==> src/rtl/result_readback_pkg.sv <==
// Types and constants shared by the result readback path and the test FSM that writes results.
// The base address and count match the write side of the result memory.
package result_pkg;

  typedef enum logic [2:0] {
    IDLE,
    HDR,
    LEN,
    RD_REQ,
    RD_WAIT,
    SEND,
    CSUM,
    DONE
  } state_t;

  localparam logic [7:0] RESULT_HEADER         = 8'hA5;
  localparam int         RESULT_BASE_ADDR      = 1;
  localparam int         RESULT_COUNT          = 8;
  localparam int         RESULT_ADDR_WIDTH     = 13;
  localparam logic [7:0] RESULT_PASS_THRESHOLD = 8'd250;

  function automatic int index_width(input int n);
    return (n > 1) ? $clog2(n) : 1;
  endfunction

endpackage

==> src/rtl/result_readback_if.sv <==
// Bus between result_readback (master) and its memory read port / host / test FSM (slave).
// Handshake: a byte moves on a posedge where tx_valid && tx_ready; while tx_valid=1 and
// tx_ready=0 the master holds tx_data and tx_valid; tx_ready means nothing while tx_valid=0.
interface result_readback_if #(
  parameter int ADDR_WIDTH = 13,
  parameter int N_RESULTS  = 8
);
  logic                  start;
  logic                  mem_re;
  logic [ADDR_WIDTH-1:0] mem_raddr;
  logic [7:0]            mem_dout;
  logic [7:0]            tx_data;
  logic                  tx_valid;
  logic                  tx_ready;
  logic                  busy;
  logic                  done;
  logic [N_RESULTS-1:0]  pass_mask;

  modport master (
    input  start, mem_dout, tx_ready,
    output mem_re, mem_raddr, tx_data, tx_valid, busy, done, pass_mask
  );

  modport slave (
    output start, mem_dout, tx_ready,
    input  mem_re, mem_raddr, tx_data, tx_valid, busy, done, pass_mask
  );
endinterface

==> src/rtl/result_readback.sv <==
// Reads the per-test pass counts back from result memory after test_done and streams them
// to the host as HEADER, N, R0..R(N-1), CSUM, while building a per-test pass mask.
module result_readback
  import result_pkg::*;
#(
  parameter int         ADDR_WIDTH     = RESULT_ADDR_WIDTH,
  parameter int         N_RESULTS      = RESULT_COUNT,
  parameter int         BASE_ADDR      = RESULT_BASE_ADDR,
  parameter logic [7:0] PASS_THRESHOLD = RESULT_PASS_THRESHOLD,
  parameter logic [7:0] HEADER         = RESULT_HEADER
) (
  input  logic                clk_1,
  input  logic                rst,
  result_readback_if.master   bus,
  output state_t              o_state
);

  localparam int                    IDX_W    = index_width(N_RESULTS);
  localparam logic [IDX_W-1:0]      LAST_IDX = IDX_W'(N_RESULTS - 1);
  localparam logic [ADDR_WIDTH-1:0] BASE     = ADDR_WIDTH'(BASE_ADDR);
  localparam logic [7:0]            LEN_BYTE = 8'(N_RESULTS);

  state_t                r_state;
  logic [IDX_W-1:0]      r_index;
  logic [7:0]            r_csum;
  logic                  r_mem_re;
  logic [ADDR_WIDTH-1:0] r_mem_raddr;
  logic [7:0]            r_tx_data;
  logic                  r_tx_valid;
  logic                  r_busy;
  logic                  r_done;
  logic [N_RESULTS-1:0]  r_pass_mask;

  logic                  w_xfer;
  logic [ADDR_WIDTH-1:0] w_addr_cur;
  logic [ADDR_WIDTH-1:0] w_addr_next;

  assign w_xfer      = r_tx_valid && bus.tx_ready;
  // Address math wraps modulo 2^ADDR_WIDTH by construction of the operand widths.
  assign w_addr_cur  = BASE + ADDR_WIDTH'(r_index);
  assign w_addr_next = w_addr_cur + ADDR_WIDTH'(1);

  always_ff @(posedge clk_1) begin
    if (rst) begin
      r_state     <= IDLE;
      r_index     <= '0;
      r_csum      <= '0;
      r_mem_re    <= 1'b0;
      r_mem_raddr <= '0;
      r_tx_data   <= '0;
      r_tx_valid  <= 1'b0;
      r_busy      <= 1'b0;
      r_done      <= 1'b0;
      r_pass_mask <= '0;
    end else begin
      case (r_state)
        IDLE: if (bus.start) begin
          r_state     <= HDR;
          r_busy      <= 1'b1;
          r_tx_data   <= HEADER;
          r_tx_valid  <= 1'b1;
          r_pass_mask <= '0;
          r_csum      <= '0;
          r_index     <= '0;
        end
        HDR: if (w_xfer) begin
          r_tx_data <= LEN_BYTE;
          r_csum    <= LEN_BYTE;
          r_state   <= LEN;
        end
        LEN: if (w_xfer) begin
          r_tx_valid  <= 1'b0;
          r_mem_re    <= 1'b1;
          r_mem_raddr <= w_addr_cur;
          r_state     <= RD_REQ;
        end
        RD_REQ: begin
          r_mem_re <= 1'b0;
          r_state  <= RD_WAIT;
        end
        RD_WAIT: begin
          // tx_data doubles as the one-deep hold register for the result byte.
          r_tx_data            <= bus.mem_dout;
          r_tx_valid           <= 1'b1;
          r_csum               <= r_csum ^ bus.mem_dout;
          r_pass_mask[r_index] <= (bus.mem_dout >= PASS_THRESHOLD);
          r_state              <= SEND;
        end
        SEND: if (w_xfer) begin
          if (r_index == LAST_IDX) begin
            r_tx_data <= r_csum;
            r_state   <= CSUM;
          end else begin
            r_index     <= r_index + IDX_W'(1);
            r_tx_valid  <= 1'b0;
            r_mem_re    <= 1'b1;
            r_mem_raddr <= w_addr_next;
            r_state     <= RD_REQ;
          end
        end
        CSUM: if (w_xfer) begin
          r_tx_valid <= 1'b0;
          r_busy     <= 1'b0;
          r_done     <= 1'b1;
          r_state    <= DONE;
        end
        DONE: if (!bus.start) begin
          r_done  <= 1'b0;
          r_state <= IDLE;
        end
        default: r_state <= IDLE;
      endcase
    end
  end

  assign bus.mem_re    = r_mem_re;
  assign bus.mem_raddr = r_mem_raddr;
  assign bus.tx_data   = r_tx_data;
  assign bus.tx_valid  = r_tx_valid;
  assign bus.busy      = r_busy;
  assign bus.done      = r_done;
  assign bus.pass_mask = r_pass_mask;
  assign o_state       = r_state;

endmodule

==> src/flat_wrapper.sv <==
// flat-port wrapper written by rule: the top's interface ports become plain ports
module result_readback_flat import result_pkg::*;
#(
  parameter int         ADDR_WIDTH     = RESULT_ADDR_WIDTH,
  parameter int         N_RESULTS      = RESULT_COUNT,
  parameter int         BASE_ADDR      = RESULT_BASE_ADDR,
  parameter logic [7:0] PASS_THRESHOLD = RESULT_PASS_THRESHOLD,
  parameter logic [7:0] HEADER         = RESULT_HEADER
)
  (clk_1, rst, o_state, bus_start, bus_mem_dout, bus_tx_ready, bus_mem_re, bus_mem_raddr, bus_tx_data, bus_tx_valid, bus_busy, bus_done, bus_pass_mask);
  result_readback_if #(.ADDR_WIDTH(ADDR_WIDTH), .N_RESULTS(N_RESULTS)) bus_i ();
  input  logic clk_1;
  input  logic rst;
  output state_t o_state;
  input wire logic [$bits(bus_i.start)-1:0] bus_start;
  input wire logic [$bits(bus_i.mem_dout)-1:0] bus_mem_dout;
  input wire logic [$bits(bus_i.tx_ready)-1:0] bus_tx_ready;
  output wire logic [$bits(bus_i.mem_re)-1:0] bus_mem_re;
  output wire logic [$bits(bus_i.mem_raddr)-1:0] bus_mem_raddr;
  output wire logic [$bits(bus_i.tx_data)-1:0] bus_tx_data;
  output wire logic [$bits(bus_i.tx_valid)-1:0] bus_tx_valid;
  output wire logic [$bits(bus_i.busy)-1:0] bus_busy;
  output wire logic [$bits(bus_i.done)-1:0] bus_done;
  output wire logic [$bits(bus_i.pass_mask)-1:0] bus_pass_mask;
  assign bus_i.start = bus_start;
  assign bus_i.mem_dout = bus_mem_dout;
  assign bus_i.tx_ready = bus_tx_ready;
  assign bus_mem_re = bus_i.mem_re;
  assign bus_mem_raddr = bus_i.mem_raddr;
  assign bus_tx_data = bus_i.tx_data;
  assign bus_tx_valid = bus_i.tx_valid;
  assign bus_busy = bus_i.busy;
  assign bus_done = bus_i.done;
  assign bus_pass_mask = bus_i.pass_mask;
  result_readback #(.ADDR_WIDTH(ADDR_WIDTH), .N_RESULTS(N_RESULTS), .BASE_ADDR(BASE_ADDR), .PASS_THRESHOLD(PASS_THRESHOLD), .HEADER(HEADER)) u_core (.clk_1(clk_1), .rst(rst), .bus(bus_i), .o_state(o_state));
endmodule
==> config.mk <==
export PLATFORM = sky130hd
export DESIGN_NAME = result_readback_flat
export DESIGN_NICKNAME = d
export VERILOG_FILES = /design/src/rtl/result_readback_pkg.sv /design/src/rtl/result_readback_if.sv /design/src/rtl/result_readback.sv /design/src/flat_wrapper.sv
export SDC_FILE = /design/constraint.sdc
export NUM_CORES = 1
export LEC_CHECK = 0
export CAP_MARGIN = 20
export CORE_UTILIZATION = 51
export DETAILED_ROUTE_END_ITERATION = 12
export PLACE_DENSITY = 0.8
export SYNTH_ARGS = -nofsm -noshare
export SYNTH_HDL_FRONTEND = slang
export SYNTH_SLANG_ARGS = --single-unit
==> constraint.sdc <==
create_clock -name clk_1 -period 2.1 [get_ports clk_1]
set_input_delay 0.21 -clock clk_1 [delete_from_list [all_inputs] [get_ports clk_1]]
set_output_delay 0.21 -clock clk_1 [all_outputs]
set_load 0.03 [all_outputs]
==> results.sh <==
export IMPL_required_ns=1.89
export IMPL_power_density_nw_per_um2=1030
export IMPL_drive_above_1_share_pct=11.7
export IMPL_hpwl_mm=3.90
export IMPL_async_flop_share_pct=0
export IMPL_final_core_util_pct=67.1
export IMPL_crit_buf_inv=1
export IMPL_final_cell_mix="clkdlybuf4s50_1, dfxtp_1, nor2_1"
export IMPL_ios=48
export IMPL_synth_area_um2=2290
export IMPL_cts_root_buf="clkbuf_8"
export IMPL_ys_top_cells_by_area="dfxtp_1, ha_1, mux2i_1, a21oi_1, nor2_1"
export IMPL_max_freq_mhz=510
export IMPL_tightestPinTransition_ns=0.546
export IMPL_clock_path_buffers=2
export IMPL_path_delay_family="buffers and inverters"
export IMPL_layout_setup_ws_ns=0.139
export IMPL_viasPerCell=5.99
export IMPL_holdBufCountCts=0
export IMPL_fin_crit_ns=1.96
export IMPL_coreArea_um2=4320
export IMPL_clk_pin_slew_worst_paths_ns=0.08
export IMPL_status="finished, final reports clean"
export IMPL_grt_total_usage_pct=25.3
export IMPL_synth_ff_type="dfxtp_1"
export IMPL_crit_cells=1
export IMPL_fillers=371
export IMPL_netlist_area_leader_share_pct=34.0
export IMPL_die_area_um2=4770
export IMPL_drv_cap=0
export IMPL_finalSetupTns_ns=0
export IMPL_reg2regPathDepth=7
export IMPL_start_util_pct=53.1
export IMPL_netlist_instances=272
export IMPL_antenna_left=0
export IMPL_port_buffer_count=39
export IMPL_min_path_cells=2
export IMPL_finalSetupViolations=0
export IMPL_synth_edf_count=0
export IMPL_p_seq_share_pct=30.0
export IMPL_syn_area_per_cell_um2=8.44
export IMPL_fp_dieH_um=69.1
export IMPL_yosys_warnings=0
export IMPL_clkLatencyLatePin_ns=0.30
export IMPL_totalWireLength_mm=5.75
export IMPL_firstDrtPassIters=4
export IMPL_clkPwrFrac_pct=22.3
export IMPL_critPathMaxFanout=14
export IMPL_max_vdd_ir_drop_v=0.000626
export IMPL_slew_violations=0
export IMPL_first_global_vias=2066
export IMPL_yosysSeqAreaShare_pct=34.0
export IMPL_cts_buffers=5
export IMPL_area_delta_synth_final_pct=26.4
export IMPL_startpoint_type="register"
export IMPL_final_common_cell="clkdlybuf4s50_1"
export IMPL_postCtsResizedCells=0
export IMPL_nets=342
export IMPL_synth_distinct_cells=46
export IMPL_grt_first_pass_wirelength_mm=9.92
export IMPL_netSwitchingPower_mw=1.20
export IMPL_ys_ff_latch=39
export IMPL_cts_htree_levels=2
export IMPL_place_congestion=0.924
export IMPL_end_kind="output pin"
export IMPL_leakagePower_nw=1.08
export IMPL_criticalPathCategory="reg -> out"
export IMPL_die_w_um=69.1
export IMPL_grt_overflow_total=0
export IMPL_rsz0062_at_grt="no"
export IMPL_grt_max_degree=40
export IMPL_cts_sinks=39
export IMPL_hold_viol=0
export IMPL_hold_path_class="reg -> reg"
export IMPL_slew_headroom_pct=63.6
export IMPL_slowest_delay_ns=0.79
export IMPL_rrSetupSlack_ns=0.17
export IMPL_dp_worst_setup_slack_ns=0.141
export IMPL_path_cells="clkdlybuf4s50_1"
export IMPL_antenna_found_initial=0
export IMPL_crit_arrival_ns=1.75
export IMPL_post_cts_buffers=0
export IMPL_pwr_share_comb_pct=47.7
export IMPL_p_sw_share_pct=40.0
export IMPL_num_rows=24
export IMPL_power_internal_mw=1.79
export IMPL_fin_skew_ns=0.00738
export IMPL_yosys_area_top_type="dfxtp_1"
export IMPL_drt_initial_drc_count=203
export IMPL_period_share_pct=93.4
export IMPL_vias=2211
export IMPL_critPathSlowestCell="clkdlybuf4s50_1"
export IMPL_drc=0
export IMPL_wl_per_cell_um=15.6
export IMPL_antennaDiodeCount=0
export IMPL_cts_tree="yes"
==> logic make-up (layout without fill, tap and decap cells) <==
group,Yosys count,count (layout),synth area share [%]
simple gates,87,87,18.2
compound gates,79,79,24.6
flops,39,39,34.0
buf+inv,35,73,7.96
mux,16,16,7.03
fa+ha+maj,14,14,7.63
other cells,1,8,0.163
xor+xnor,1,1,0.382
==> through the flow <==
step | hold WS [ns] | power (mW) | instance area, um2 | cells
floorplan | 0.393 | 1.87 | 2320 | 279
global placement | 0.459 | 2.24 | 2770 | 361
detailed placement | 0.464 | 2.27 | 2770 | 361
CTS | 0.475 | 2.94 | 2890 | 369
global route | 0.520 | 3.14 | 2900 | 369
finish | 0.469 | 2.99 | 2900 | 369
==> cells in the mapped netlist (2+ instances only) <==
master / count
o311ai_0: 2
a21oi_1: 27
and3b_1: 3
a2111oi_0: 4
a211oi_2: 4
a31oi_1: 3
o21ai_0: 12
a311oi_1: 7
nand2b_1: 2
nor3_1: 4
o21a_1: 2
nand4_1: 4
mux2i_1: 15
buf_4: 9
a211oi_1: 2
dfxtp_1: 39
inv_1: 8
and3_1: 2
nor2_1: 29
ha_1: 14
a22o_1: 4
nand2_1: 21
nand3_1: 12
clkbuf_1: 7
a22oi_1: 4
nor2b_1: 4
buf_2: 8
and2_1: 2
==> tightest hold or removal path, stage by stage (launching register included) <==
cell and delay [ns]:
dfxtp_1 0.31, nand2b_1 0.06, a21oi_1 0.05
==> sequential cells by signal (all words and copies together), names as in the netlist, 3 cells and up <==
| register | count |
|---|---|
| u_core.bus.pass_mask | 8 |
| u_core.bus.tx_data | 8 |
| u_core.r_csum | 8 |
| u_core.bus.mem_raddr | 5 |
| u_core.o_state | 3 |
| u_core.r_index | 3 |
==> layout make-up <==
class	instances	area (um2)	area share, %
timing repair buffer	56	534	18.4
clock inverter	2	35.0	1.21
inverter	9	33.8	1.16
sequential	39	782	27.0
clock buffer	6	82.6	2.85
tap	52	65.1	2.24
multi-input combinational	205	1370	47.2
==> worst paths after layout <==
| check | end | from |
|---|---|---|
| worst max register to register | u_core.o_state[1]$_SDFFE_PP0P_ | u_core.o_state[0]$_SDFFE_PP0P_ |
| worst min register to register | u_core.bus.mem_raddr[1]$_SDFFE_PP0P_ | u_core.bus.mem_raddr[1]$_SDFFE_PP0P_ |
| worst max-delay path | o_state[2] | u_core.o_state[2]$_SDFFE_PP0P_ |
| worst min-delay path | u_core.bus.mem_raddr[1]$_SDFFE_PP0P_ | u_core.bus.mem_raddr[1]$_SDFFE_PP0P_ |
==> power by group through the flow <==
stage	Clock, mW	Sequential, mW	Combinational, mW
floorplan	0	1.04	0.838
finish	0.666	0.897	1.43
global route	0.700	0.913	1.53
detailed placement	0	0.910	1.36
global placement	0	0.910	1.33
CTS	0.664	0.895	1.38
==> metal layers <==
layer / global-route usage [%] / up-vias / routed length [um]
met1: 34.9 / 1051 / 2620
met2: 38.5 / 95 / 2650
met5: 0 / - / 0
met4: 11.8 / 0 / 102
met3: 4.24 / 11 / 371
li1: - / 1054 / -
No activity file was read; power rests on OpenSTA's default activity.
